[src/rtl/muldiv_seq.sv]
// Iterative MULT/MULTU/DIV/DIVU sequencer that owns the HI/LO pair.
// Shift-add multiply and restoring divide, one bit per cycle, fixed latency.
module muldiv_seq #(
  parameter int WIDTH = 32
) (
  input  logic             clk,
  input  logic             rst,
  input  logic             start,
  input  logic [1:0]       op,
  input  logic [WIDTH-1:0] a,
  input  logic [WIDTH-1:0] b,
  input  logic             rd_hilo,
  input  logic             we_hi,
  input  logic             we_lo,
  input  logic [WIDTH-1:0] wd,
  output logic             busy,
  output logic             done,
  output logic             stall_req,
  output logic [WIDTH-1:0] hi,
  output logic [WIDTH-1:0] lo
);

  localparam int CW = $clog2(WIDTH) + 1;

  typedef enum logic [1:0] {IDLE, PREP, RUN, FIX} state_e;

  state_e             state_q, state_d;
  logic [1:0]         op_q, op_d;
  logic [WIDTH-1:0]   a_q, a_d;
  logic [WIDTH-1:0]   b_q, b_d;
  logic [WIDTH-1:0]   hi_q, hi_d;
  logic [WIDTH-1:0]   lo_q, lo_d;
  logic [2*WIDTH-1:0] acc_q, acc_d;
  logic [CW-1:0]      cnt_q, cnt_d;
  logic               neg_res_q, neg_res_d;
  logic               neg_rem_q, neg_rem_d;
  logic               div0_q, div0_d;
  logic               done_q, done_d;

  logic [WIDTH:0]     mul_sum;
  logic [WIDTH:0]     div_trial;
  logic [WIDTH:0]     div_diff;
  logic               div_ge;
  logic               prep_signed;
  logic               prep_div0;
  logic [2*WIDTH-1:0] prod_res;

  // Multiply keeps the multiplier in b_q and shifts the product right through acc;
  // divide shifts the dividend out of a_q into the partial remainder in acc's upper half.
  always_comb begin
    mul_sum     = {1'b0, acc_q[2*WIDTH-1:WIDTH]} + {1'b0, (b_q[0] ? a_q : '0)};
    div_trial   = {acc_q[2*WIDTH-1:WIDTH], a_q[WIDTH-1]};
    div_diff    = div_trial - {1'b0, b_q};
    div_ge      = (div_trial >= {1'b0, b_q});
    prep_signed = op_q[0];
    prep_div0   = op_q[1] & (b_q == '0);
    prod_res    = neg_res_q ? -acc_q : acc_q;
  end

  always_comb begin
    state_d   = state_q;
    op_d      = op_q;
    a_d       = a_q;
    b_d       = b_q;
    hi_d      = hi_q;
    lo_d      = lo_q;
    acc_d     = acc_q;
    cnt_d     = cnt_q;
    neg_res_d = neg_res_q;
    neg_rem_d = neg_rem_q;
    div0_d    = div0_q;
    done_d    = 1'b0;

    unique case (state_q)
      IDLE: begin
        if (we_hi) hi_d = wd;
        if (we_lo) lo_d = wd;
        if (start) begin
          op_d    = op;
          a_d     = a;
          b_d     = b;
          state_d = PREP;
        end
      end
      PREP: begin
        // A zero divisor keeps the raw dividend so the unsigned datapath returns hi = a, lo = ~0.
        a_d       = (prep_signed && a_q[WIDTH-1] && !prep_div0) ? -a_q : a_q;
        b_d       = (prep_signed && b_q[WIDTH-1]) ? -b_q : b_q;
        neg_res_d = prep_signed & (a_q[WIDTH-1] ^ b_q[WIDTH-1]);
        neg_rem_d = prep_signed & op_q[1] & a_q[WIDTH-1];
        div0_d    = prep_div0;
        acc_d     = '0;
        cnt_d     = '0;
        state_d   = RUN;
      end
      RUN: begin
        if (op_q[1]) begin
          acc_d = {(div_ge ? div_diff[WIDTH-1:0] : div_trial[WIDTH-1:0]),
                   acc_q[WIDTH-2:0], div_ge};
          a_d   = a_q << 1;
        end else begin
          acc_d = {mul_sum, acc_q[WIDTH-1:1]};
          b_d   = b_q >> 1;
        end
        cnt_d = cnt_q + CW'(1);
        if (cnt_q == CW'(WIDTH - 1)) state_d = FIX;
      end
      FIX: begin
        if (op_q[1]) begin
          if (div0_q) begin
            hi_d = acc_q[2*WIDTH-1:WIDTH];
            lo_d = acc_q[WIDTH-1:0];
          end else begin
            hi_d = neg_rem_q ? -acc_q[2*WIDTH-1:WIDTH] : acc_q[2*WIDTH-1:WIDTH];
            lo_d = neg_res_q ? -acc_q[WIDTH-1:0] : acc_q[WIDTH-1:0];
          end
        end else begin
          hi_d = prod_res[2*WIDTH-1:WIDTH];
          lo_d = prod_res[WIDTH-1:0];
        end
        done_d  = 1'b1;
        state_d = IDLE;
      end
      default: state_d = IDLE;
    endcase
  end

  always_ff @(posedge clk) begin
    if (rst) begin
      state_q   <= IDLE;
      op_q      <= '0;
      a_q       <= '0;
      b_q       <= '0;
      hi_q      <= '0;
      lo_q      <= '0;
      acc_q     <= '0;
      cnt_q     <= '0;
      neg_res_q <= 1'b0;
      neg_rem_q <= 1'b0;
      div0_q    <= 1'b0;
      done_q    <= 1'b0;
    end else begin
      state_q   <= state_d;
      op_q      <= op_d;
      a_q       <= a_d;
      b_q       <= b_d;
      hi_q      <= hi_d;
      lo_q      <= lo_d;
      acc_q     <= acc_d;
      cnt_q     <= cnt_d;
      neg_res_q <= neg_res_d;
      neg_rem_q <= neg_rem_d;
      div0_q    <= div0_d;
      done_q    <= done_d;
    end
  end

  assign busy      = (state_q != IDLE);
  assign done      = done_q;
  assign stall_req = busy & (start | rd_hilo | we_hi | we_lo);
  assign hi        = hi_q;
  assign lo        = lo_q;

endmodule

[config.mk]
export PLATFORM = sky130hd
export DESIGN_NAME = muldiv_seq
export DESIGN_NICKNAME = d
export VERILOG_FILES = /design/src/rtl/muldiv_seq.sv
export SDC_FILE = /design/constraint.sdc
export NUM_CORES = 1
export LEC_CHECK = 0
export ABC_AREA = 1
export BUFFER_PORTS_ARGS = -buffer_cell sky130_fd_sc_hd__buf_2
export CORE_ASPECT_RATIO = 1.5
export CORE_MARGIN = 4
export CORE_UTILIZATION = 39
export CTS_CLUSTER_DIAMETER = 60
export DETAILED_ROUTE_END_ITERATION = 10
export PLACE_DENSITY_LB_ADDON = 0.12
export SLEW_MARGIN = 20
export SYNTH_ARGS = -nofsm -noshare
export SYNTH_HDL_FRONTEND = slang
export SYNTH_SLANG_ARGS = --single-unit
[constraint.sdc]
create_clock -name clk -period 6.8 [get_ports clk]
set_input_delay 0 -clock clk [delete_from_list [all_inputs] [get_ports clk]]
set_output_delay 0 -clock clk [all_outputs]
set_load 0.02 [all_outputs]
==> results.txt, run 1 <==
----------------------------------------------------
[Outcome]
  Result of the run ... complete, no violations

[Hold path]
  Hold WC Path Type ... in2reg
  Number of cells on the worst hold path ... 4
  Worst Hold Path EP ... state_q[1]$_SDFFE_PP0P_
  Startpoint of the lowest-slack hold path ... start

[CTS]
  CTS clk-pin slew, worst paths ... 0.06 ns
  Clock latency at the later pin of the worst-skew pair ... 0.58 ns
  H-tree depth ... 1
  TritonCTS Buffers ... 27
  Clock tree from TritonCTS ... built
  Clock root buffer master ... clkbuf_16
  Number of gates resized after cts ... 0
  Clk buf depth ... 3
  Clock sink count ... 206

[Floorplanning]
  Effective utilization at floorplan ... 0.395
  Die ar. ... 0.0511 mm²
  Number of rows in the core area ... 97
  Core Region ... 0.0468 mm²
  Top-Level Pins ... 171
  Horizontal die dimension ... 186 µm
  Die Y ... 275 µm

[Place]
  Worst setup slack after placement ... 3.02 ns
  Input/output buffers ... 170
  Placed instance area ... 0.0198 mm²
  Post-DP HPWL ... 65,100 µm
  Placer's final routability congestion estimate ... 1.02

[Setup path]
  Critical Path, Cell by Cell ... buf_4 > nand2_1 > inv_1 > ha_1 > inv_1 > fa_1 > inv_1 > nand2_1 > o21ai_0 > nand2_1 > nand2_1 > nand2_1 > nand2_1 > nand2_1 > nand2_1 > nand2_1 > nand3_1 > nand2_1 > inv_1 > nand2_1 > a21oi_1
  RR Startpoint ... b_q[0]$_SDFFE_PP0P_
  Worst reg2reg endpoint ... acc_q[61]$_SDFFE_PP0N_
  Kind of start point of the critical path ... flip-flop
  Number of buffers and inverters on the critical path ... 5
  Crit path kind ... reg2reg
  Slowest cell on crit path ... o21ai_0
  R2R setup slack ... 3.30 ns
  CP top delay family ... simple AND/OR/NAND/NOR gates
  Library cell appearing most often on the critical path ... nand2_1
  Cells on worst reg2reg path ... 21
  Endpoint class of the critical path ... flip-flop
  Largest fanout on the critical path ... 33
  Slowest Stage Delay on Critical Path ... 0.50 ns
  WP data arrival ... 4.00 ns
  Data required, critical path ... 7.30 ns

[Global route]
  Met2 Usage GRT ... 0.561
  Final global-route overflow total ... 0
  M1 GR Usage ... 0.340
  Total routing resource utilization after global routing ... 0.322
  Met3 Track Usage GR ... 0.0388
  Wire length of the first global-routing pass ... 127,000 µm
  Maximum number of pins on one net before global-route repair ... 88
  Antenna violations before repair ... 0
  Most used routing layer in global routing ... met2
  Vias in the first global route ... 22,100

[STA]
  Achievable frequency ... 285 MHz
  Slew HR ... 0.358
  Time the final worst path needs with I/O delays and setup ... 3.50 ns
  Worst setup skew after layout ... 0.0161 ns
  RSZ-0062 raised after global routing ... no
  Final setup violating endpoints ... 0
  Final-report hold violation count ... 0
  Sum Neg Setup Slack ... 0 ns
  Worst-margin pin slew ... 0.964 ns
  PnR worst setup slack ... 3.30 ns
  Tcrit/Tclk final ... 0.515
  Max-slew violation total from the final report ... 0

[Layout]
  Post-layout nets ... 3,647
  Ant. Diodes ... 0
  Final design utilization ... 0.464
  Ratio of cells with drive above 1 in the final layout ... 0.0829
  Fill count ... 5,164
  Area delta synth->final ... 17.4%
  Final standard cell area without fillers ... 0.0217 mm²

[Power and ir drop]
  Power Density ... 454 mW/mm²
  Final Total Pwr ... 9.87 mW
  Worst-case vdd ir drop ... 0.267 mV
  Leakage power ... 10.7 nW

[Logic synthesis]
  Library cell with the largest summed area after synthesis ... dfxtp_1
  Mean area per synthesized cell ... 5.66 µm²
  Syn Std Cell Area ... 0.0185 mm²
  Cell with the most instances after synthesis ... nand2_1
  Post-synthesis register bit count ... 206
  Fraction of synthesized cell area taken by the top area cell type ... 0.223
  Dominant synthesized flop cell ... dfxtp_1
  Portion of the post-synthesis area used by sequential elements ... 0.223
  Top post-synthesis cells by count ... nand2_1 (856), inv_1 (438), nor2_1 (314)
  Distinct cell type count of the synthesized netlist ... 49
  Synth Net Count ... 3,450
  Number of standard cells after synthesis ... 3,270
  EDFF count, synth ... 0
  FFs w/ async S/R, synth ... 0
  Number of synthesis warnings ... 0
  Top cells by area in the synthesized netlist ... dfxtp_1 (22%), nand2_1 (17%), inv_1 (8.9%), nand3_1 (8.5%), a21oi_1 (8.3%)

[Drt]
  Number of vias after detailed routing ... 23,000
  Remaining antenna violation count after routing ... 0
  First-pass iteration count of the detailed router ... 5
  Detailed Route Iter0 Violations ... 1,638
  Final wirelength ... 85,500 µm
  Residual DRC ... 0
  WL per Instance ... 21.0 µm
  Number of vias per cell after detailed routing ... 5.63

[Flow run]
  Max-cap check violation count ... 0

----------------------------------------------------
-- sequential cells by signal, indices dropped and copies added (netlist names), 2 cells and up --
name and flops:
a_q 32, acc_q 64, op_q 2, b_q 32
cnt_q 6, lo 32, state_q 2, hi 32
-- stage by stage --
stage / std cells / hold slack, ns
3_3_place_gp: 3929 / 0.296
3_5_place_dp: 3929 / 0.288
6_report: 4081 / 0.0180
4_1_cts: 4080 / 0.00817
5_1_grt: 4081 / 0.0312
2_1_floorplan: 3270 / 0.161
-- worst register-to-register path, delay by kind of cell, from the launching register on --
kind,cells,cell delay (ns)
compound gates,2,0.63
fa+ha+maj,2,0.54
buf+inv,5,0.79
flops,1,0.35
simple gates,12,1.14
-- worst max path at each step --
| stage | from | cells past startpoint | to |
|---|---|---|---|
| finish | b_q[0]$_SDFFE_PP0P_ | 21 | acc_q[61]$_SDFFE_PP0N_ |
| CTS | state_q[0]$_SDFFE_PP0P_ | 9 | b_q[12]$_SDFFE_PP0P_ |
| global placement | state_q[0]$_SDFFE_PP0P_ | 9 | b_q[12]$_SDFFE_PP0P_ |
| floorplan | b_q[0]$_SDFFE_PP0P_ | 19 | acc_q[41]$_SDFFE_PP0N_ |
| global route | b_q[0]$_SDFFE_PP0P_ | 18 | acc_q[41]$_SDFFE_PP0N_ |
| detailed placement | state_q[0]$_SDFFE_PP0P_ | 9 | b_q[12]$_SDFFE_PP0P_ |
-- where the power goes --
part	total (mW)	switching (mW)	internal, mW
clock	1.47	0.648	0.824
combinational	6.33	4.59	1.74
sequential	2.07	0.442	1.63
-- logic make-up after synthesis --
| group | after synthesis | synth area share |
|---|---|---|
| AOI/OAI and AO/OA | 754 | 0.223 |
| xor gates and xnor gates | 27 | 0.0128 |
| adders and majority gates | 76 | 0.0522 |
| buffers and inverters | 587 | 0.121 |
| DFF | 206 | 0.223 |
| and+or+nand+nor | 1620 | 0.369 |
-- cells in the final DEF (no fill, tap or decap), types with 18 or more instances in the layout --
cell	count
a21oi_1	305
a31oi_1	18
buf_2	170
buf_4	33
clkbuf_16	27
dfxtp_1	205
dlygate4sd3_1	102
ha_1	73
inv_1	436
nand2_1	856
nand3_1	313
nand4_1	53
nor2_1	314
nor3_1	37
o211ai_1	20
o21ai_0	295
o22ai_1	33
xor2_1	25
-- final cells by class --
| class | count | area, µm² | area share |
|---|---|---|---|
| Multi-Input combinational cell | 2477 | 12200 | 0.559 |
| Sequential cell | 206 | 4130 | 0.190 |
| Timing Repair Buffer | 306 | 2130 | 0.0980 |
| Inverter | 449 | 1690 | 0.0777 |
| Tap cell | 594 | 743 | 0.0342 |
| Clock buffer | 33 | 738 | 0.0340 |
| Clock inverter | 16 | 153 | 0.00702 |
-- timing repair --
action | CTS | global route
buffers inserted | 0 | 0
endpoints found under the hold margin | 144 | 0
hold buffers | 102 | 0
-- per-layer routing --
metal  vias to the layer above  routed length, µm
li1                      11200                  -
met5                         -                  0
met2                       876              41200
met3                       313               4600
met1                     10600              30700
met4                         0               9020
Note: power is estimated with default switching activity, not from simulation.
==> run 2: changes to the inputs <==
ABC_AREA = 0   (was 1)
clock period = 3.55 ns   (was 6.8 ns; I/O delays follow)
==> run 2 against run 1 <==
Clock skew up 0.0050 ns. Synthesized cell count down 31%. Count of clock-buffer cells in the layout down 1. Via count down 19%. Fmax up 1.1%. First-iteration DRC count down 16%. Global-route usage down 2.9 points. Non-clock buffer count up 154. Sequential power up 64%. Sequential share of layout area up 1.1 points. Wire length down 20%. Largest cell class unchanged.
==> results.txt, run 2 <==
----------------------------------------------------
[Logic synthesis]
  Number of synthesis warnings ... 0
  Top cells by area in the synthesized netlist ... dfxtp_1 (26%), a21oi_1 (8.2%), nor2_1 (8.0%), ha_1 (5.7%), o21ai_0 (4.8%)
  Fraction of synthesized cell area taken by the top area cell type ... 0.255
  Synth Net Count ... 2,451
  Number of standard cells after synthesis ... 2,271
  Library cell with the largest summed area after synthesis ... dfxtp_1
  Cell with the most instances after synthesis ... nor2_1
  FFs w/ async S/R, synth ... 0
  Portion of the post-synthesis area used by sequential elements ... 0.255
  Distinct cell type count of the synthesized netlist ... 78
  Top post-synthesis cells by count ... nor2_1 (345), a21oi_1 (265), dfxtp_1 (206)
  Post-synthesis register bit count ... 206
  Dominant synthesized flop cell ... dfxtp_1
  Mean area per synthesized cell ... 7.11 µm²
  Syn Std Cell Area ... 0.0161 mm²
  EDFF count, synth ... 0

[Layout]
  Ratio of cells with drive above 1 in the final layout ... 0.167
  Commonest non-fill, non-tap cell in the layout ... nor2_1
  Area delta synth->final ... 27.5%
  Max reg flops ... 64
  Largest Register ... acc_q
  Leading cell types in the layout, fill and taps excluded ... nor2_1 (342), a21oi_1 (263), dfxtp_1 (205), buf_4 (182), buf_2 (169)
  Count of placed standard cells in the final layout, fillers left out ... 3,126
  Post-layout nets ... 2,775
  Final standard cell area without fillers ... 0.0206 mm²
  Ant. Diodes ... 0

[Setup path]
  Number of buffers and inverters on the critical path ... 4
  WP data arrival ... 3.92 ns
  Data required, critical path ... 4.00 ns
  Slowest Stage Delay on Critical Path ... 0.40 ns
  Kind of start point of the critical path ... flip-flop
  Crit path kind ... reg2reg
  Critical Path, Cell by Cell ... inv_1 > ha_1 > a21o_1 > a21oi_1 > o41ai_1 > buf_4 > a21oi_1 > o221ai_1 > buf_4 > nor2_4 > buf_4 > mux2_2 > o211ai_1 > o21ai_0
  CP top delay family ... compound AO/OA/AOI/OAI gates
  Endpoint class of the critical path ... flip-flop
  Largest fanout on the critical path ... 13
  Slowest cell on crit path ... ha_1
  Library cell appearing most often on the critical path ... buf_4

[STA]
  RSZ-0062 raised after global routing ... no
  Max-slew violation total from the final report ... 0
  Worst-margin pin slew ... 0.924 ns
  Tcrit/Tclk final ... 0.976
  Time the final worst path needs with I/O delays and setup ... 3.47 ns
  Final setup violating endpoints ... 0
  Worst setup skew after layout ... 0.0211 ns
  Achievable frequency ... 288 MHz
  Sum Neg Setup Slack ... 0 ns
  Slew HR ... 0.383
  Hold slack ... 0.0806 ns
  Final-report hold violation count ... 0

[Drt]
  Final wirelength ... 68,800 µm
  Number of vias per cell after detailed routing ... 5.97
  First-pass iteration count of the detailed router ... 6
  Number of vias after detailed routing ... 18,600
  Remaining antenna violation count after routing ... 0
  Detailed Route Iter0 Violations ... 1,378
  Residual DRC ... 0
  WL per Instance ... 22.0 µm

[CTS]
  H-tree depth ... 1
  TritonCTS Buffers ... 27
  Clock sink count ... 206
  CTS clk-pin slew, worst paths ... 0.07 ns
  Clock latency at the later pin of the worst-skew pair ... 0.58 ns
  Clk buf depth ... 3
  Clock tree from TritonCTS ... built
  Number of setup buffers added after CTS ... 0
  Clock root buffer master ... clkbuf_16

[Floorplanning]
  Die Y ... 257 µm
  Die ar. ... 0.0448 mm²
  Core Region ... 0.0410 mm²
  Horizontal die dimension ... 174 µm
  Effective utilization at floorplan ... 0.394
  Number of rows in the core area ... 91
  Top-Level Pins ... 171

[Flow run]
  Max-cap check violation count ... 0

[Place]
  Input/output buffers ... 170
  Placed Cells incl. Taps ... 2,975
  Placer's final routability congestion estimate ... 0.945
  Placed instance area ... 0.0186 mm²
  Post-DP HPWL ... 52,800 µm

[Global route]
  Antenna violations before repair ... 0
  Vias in the first global route ... 18,200
  Wire length of the first global-routing pass ... 105,000 µm
  Maximum number of pins on one net before global-route repair ... 106
  Final global-route overflow total ... 0
  Total routing resource utilization after global routing ... 0.293

[Power and ir drop]
  Worst-case vdd ir drop ... 0.769 mV
  Leakage power ... 8.64 nW
  Power Density ... 747 mW/mm²
  Final Total Pwr ... 15.4 mW

[Hold path]
  Hold WC Path Type ... in2reg

[Outcome]
  Result of the run ... complete, no violations

----------------------------------------------------
-- run 2: cell types whose count changed in the layout (fill, tap and decap cells not counted), sizes merged, moves of 31 or more --
cell,before,now
nand2,860,169
inv,451,72
nand3,316,52
buf,204,358
o21ai,303,158
a211oi,4,61
xnor2,2,57
mux2i,0,46
a21oi,306,265
nor3,38,75
or3,0,35
and2,1,35
nand4,54,23
-- run 2: final timing paths --
kind                        start                endpoint  slack [ns]  depth (start not counted)
min                         wd[2]      hi[2]$_SDFFE_PP0P_        0.08                          4
max          b_q[26]$_SDFFE_PP0P_  acc_q[60]$_SDFFE_PP0N_        0.08                         14
min reg2reg    hi[2]$_SDFFE_PP0P_      hi[2]$_SDFFE_PP0P_        0.45                          1
max reg2reg  b_q[26]$_SDFFE_PP0P_  acc_q[60]$_SDFFE_PP0N_        0.08                         14
-- run 2: what timing repair did --
action,4_1_cts,5_1_grt
setup endpoints to repair,0,19
resized for setup,0,11
hold buffers,102,0
hold endpoints to repair,129,0
-- run 2: kinds of logic after synthesis --
family / share of synthesized area
buffers and inverters: 0.0549
XOR/XNOR: 0.0591
AO/OA/AOI/OAI: 0.293
AND/OR/NAND/NOR: 0.249
adder cells (fa/ha/maj): 0.0598
flip-flops: 0.255
multiplexers: 0.0292
-- run 2: metal layers --
| layer | wire [µm] | global-route usage |
|---|---|---|
| met1 | 26000 | 0.324 |
| met2 | 34500 | 0.534 |
| met3 | 3160 | 0.0301 |
| met4 | 5070 | 0.182 |
| met5 | 0 | 0 |
-- run 2: report_power, final --
group | internal, mW | leakage, nW | switching [mW]
logic | 3.29 | 6.49 | 5.75
registers | 2.83 | 1.68 | 0.573
clock network | 1.73 | 0.470 | 1.22
total | 7.84 | 8.64 | 7.55
-- run 2: worst min-delay path: cells and delay by family --
family,cells,cell delay [ns]
AND/OR/NAND/NOR,1,0.14
buffers and inverters,1,0.08
AO/OA/AOI/OAI,2,0.39
-- run 2: metrics by stage --
stage / util / setup slack [ns]
2_1_floorplan: - / 0.174
3_3_place_gp: 0.453 / 0.0549
3_5_place_dp: 0.453 / 0.0319
4_1_cts: 0.501 / 0.0137
5_1_grt: 0.502 / 0.000815
6_report: 0.502 / 0.0837
-- run 2: area by class of cell --
cell class / instances / area (µm²)
timing repair buffer: 460 / 3370
clock buffer: 32 / 734
tap: 511 / 639
multi-input combinational: 1832 / 11200
fill: 4048 / 20400
inverter: 68 / 256
sequential: 206 / 4130
clock inverter: 17 / 211
==> run 3: changes to the inputs <==
CORE_MARGIN = 2   (was 4)
==> run 3 against run 2 <==
Setup slack better by 0.011 ns. Sequential share of layout area up 0.25 points. Count of clock-buffer cells in the layout up 4. Non-clock buffer count down 31. First-iteration DRC count up 21%. Fmax up 0.32%.
==> results.txt, run 3 (synthesis results as in run 2) <==
----------------------------------------------------
[Outcome]
  Result of the run ... complete, no violations

[Drt]
  Remaining antenna violation count after routing ... 0
  First-pass iteration count of the detailed router ... 7
  WL per Instance ... 22.7 µm
  Residual DRC ... 0
  Final wirelength ... 70,300 µm
  Number of vias after detailed routing ... 18,500
  Number of vias per cell after detailed routing ... 5.99
  Detailed Route Iter0 Violations ... 1,670

[STA]
  Sum Neg Setup Slack ... 0 ns
  Time the final worst path needs with I/O delays and setup ... 3.46 ns
  Max-slew violation total from the final report ... 0
  Final setup violating endpoints ... 0
  Worst setup skew after layout ... 0.0160 ns
  Final-report hold violation count ... 0
  Slew HR ... 0.403
  Tcrit/Tclk final ... 0.973
  Hold slack ... 0.00738 ns
  Worst-margin pin slew ... 0.896 ns
  Achievable frequency ... 289 MHz

[CTS]
  CTS clk-pin slew, worst paths ... 0.06 ns
  Clock tree from TritonCTS ... built
  H-tree depth ... 1
  TritonCTS Buffers ... 26
  Clock sink count ... 206
  Clock latency at the later pin of the worst-skew pair ... 0.56 ns
  Clock root buffer master ... clkbuf_16
  Clk buf depth ... 3

[Power and ir drop]
  Net load switching power ... 7.53 mW
  Worst-case vdd ir drop ... 0.502 mV
  Switching share of power ... 0.494
  Part of the total power dissipated in the clock network ... 0.185
  Cell internal power dissipation ... 7.71 mW
  Register share of total power ... 0.223
  Leakage power ... 8.46 nW
  Proportion of power drawn by combinational gates ... 0.592
  Power Density ... 749 mW/mm²

[Place]
  Input/output buffers ... 170
  Post-DP HPWL ... 54,000 µm
  Placer's final routability congestion estimate ... 0.954
  Placed Cells incl. Taps ... 2,945

[Layout]
  Ant. Diodes ... 0
  Largest Register ... acc_q
  Fill count ... 4,068
  Max reg flops ... 64
  Leading cell types in the layout, fill and taps excluded ... nor2_1 (342), a21oi_1 (261), dfxtp_1 (205), buf_2 (169), nand2_1 (168)
  Area delta synth->final ... 25.9%
  Final design utilization ... 0.496
  Ratio of cells with drive above 1 in the final layout ... 0.161
  Post-layout nets ... 2,743
  Count of placed standard cells in the final layout, fillers left out ... 3,093
  Commonest non-fill, non-tap cell in the layout ... nor2_1

[Setup path]
  R2R setup slack ... 0.09 ns
  Data required, critical path ... 3.97 ns
  RR Startpoint ... acc_q[8]$_SDFFE_PP0N_
  Worst reg2reg endpoint ... hi[9]$_SDFFE_PP0P_
  Largest fanout on the critical path ... 7
  Kind of start point of the critical path ... flip-flop
  Slowest cell on crit path ... or4_4
  Endpoint class of the critical path ... flip-flop
  Library cell appearing most often on the critical path ... or4_4
  Critical Path, Cell by Cell ... or4_4 > or4b_1 > or4_4 > nand4b_4 > nor2_1 > nor3_1 > xnor2_1 > a211o_1 > a21oi_1
  Crit path kind ... reg2reg
  Cells on worst reg2reg path ... 9
  WP data arrival ... 3.88 ns
  Slowest Stage Delay on Critical Path ... 0.57 ns

[Hold path]
  Number of cells on the worst hold path ... 5
  Worst Hold Path EP ... b_q[7]$_SDFFE_PP0P_
  Startpoint of the lowest-slack hold path ... b[7]
  Hold WC Path Type ... in2reg

[Global route]
  Antenna violations before repair ... 0
  Final global-route overflow total ... 0
  Total routing resource utilization after global routing ... 0.317
  Maximum number of pins on one net before global-route repair ... 99
  Wire length of the first global-routing pass ... 104,000 µm
  Vias in the first global route ... 17,700

[Floorplanning]
  Die ar. ... 0.0431 mm²
  Core Region ... 0.0410 mm²
  Number of rows in the core area ... 91
  Effective utilization at floorplan ... 0.394
  Die Y ... 253 µm
  Horizontal die dimension ... 170 µm
  Top-Level Pins ... 171

[Flow run]
  Max-cap check violation count ... 0

----------------------------------------------------
[run 3: layer usage]
metal / global-route usage / up-vias / routed length, µm / part of all wire
met3: 0.0309 / 192 / 3690 / 0.052
li1: - / 8864 / - / -
met1: 0.340 / 8692 / 25700 / 0.37
met2: 0.573 / 773 / 35100 / 0.50
met4: 0.231 / 0 / 5830 / 0.083
met5: 0 / - / 0 / 0
[run 3: critical path: cells and delay by family (launching register included)]
kind / cells / cell delay [ns]
flip-flops: 1 / 0.36
AO/OA/AOI/OAI: 2 / 0.28
AND/OR/NAND/NOR: 6 / 2.13
XOR/XNOR: 1 / 0.57
[run 3: worst max path at each step]
stage | startpoint | endpoint | slack [ns]
finish | acc_q[8]$_SDFFE_PP0N_ | hi[9]$_SDFFE_PP0P_ | 0.09
global route | b_q[4]$_SDFFE_PP0P_ | acc_q[53]$_SDFFE_PP0N_ | -0.05
CTS | b_q[19]$_SDFFE_PP0P_ | acc_q[63]$_SDFFE_PP0N_ | 0.02
detailed placement | b_q[19]$_SDFFE_PP0P_ | acc_q[63]$_SDFFE_PP0N_ | 0.05
global placement | b_q[19]$_SDFFE_PP0P_ | acc_q[63]$_SDFFE_PP0N_ | 0.04
floorplan | b_q[15]$_SDFFE_PP0P_ | acc_q[63]$_SDFFE_PP0N_ | 0.17
[run 3: area by class of cell]
cell class	instances	area (µm²)	area share
multi-input cells	1832	11300	0.554
repair buffers	429	3140	0.155
well taps	511	639	0.0314
clock inverters	11	108	0.00529
flip-flops and latches	206	4130	0.203
inverters	68	256	0.0126
clock buffers	36	790	0.0388
[run 3: power by group through the flow]
stage	logic [mW]	registers, mW	clock network (mW)
finish	9.02	3.40	2.82
CTS	8.76	3.38	2.87
global route	9.78	3.46	2.94
floorplan	5.47	3.48	0
detailed placement	8.62	3.44	0
global placement	8.58	3.42	0
[run 3: what timing repair did]
| item | in CTS | in global routing |
|---|---|---|
| hold buffers | 97 | 0 |
| setup buffers | 0 | 4 |
| endpoints found under the hold margin | 116 | 0 |
| resized for setup | 1 | 23 |
| pin swaps | 0 | 4 |
| setup endpoints to repair | 1 | 50 |
[run 3: per-stage QoR]
step           cell area (µm²)  total power, mW  worst slack (ns)
6_report                 20300             15.2            0.0948
5_1_grt                  20300             16.2           -0.0460
4_1_cts                  20200             15.0            0.0196
3_5_place_dp             18400             12.1            0.0484
3_3_place_gp             18400             12.0            0.0416
2_1_floorplan            16100             8.94             0.174
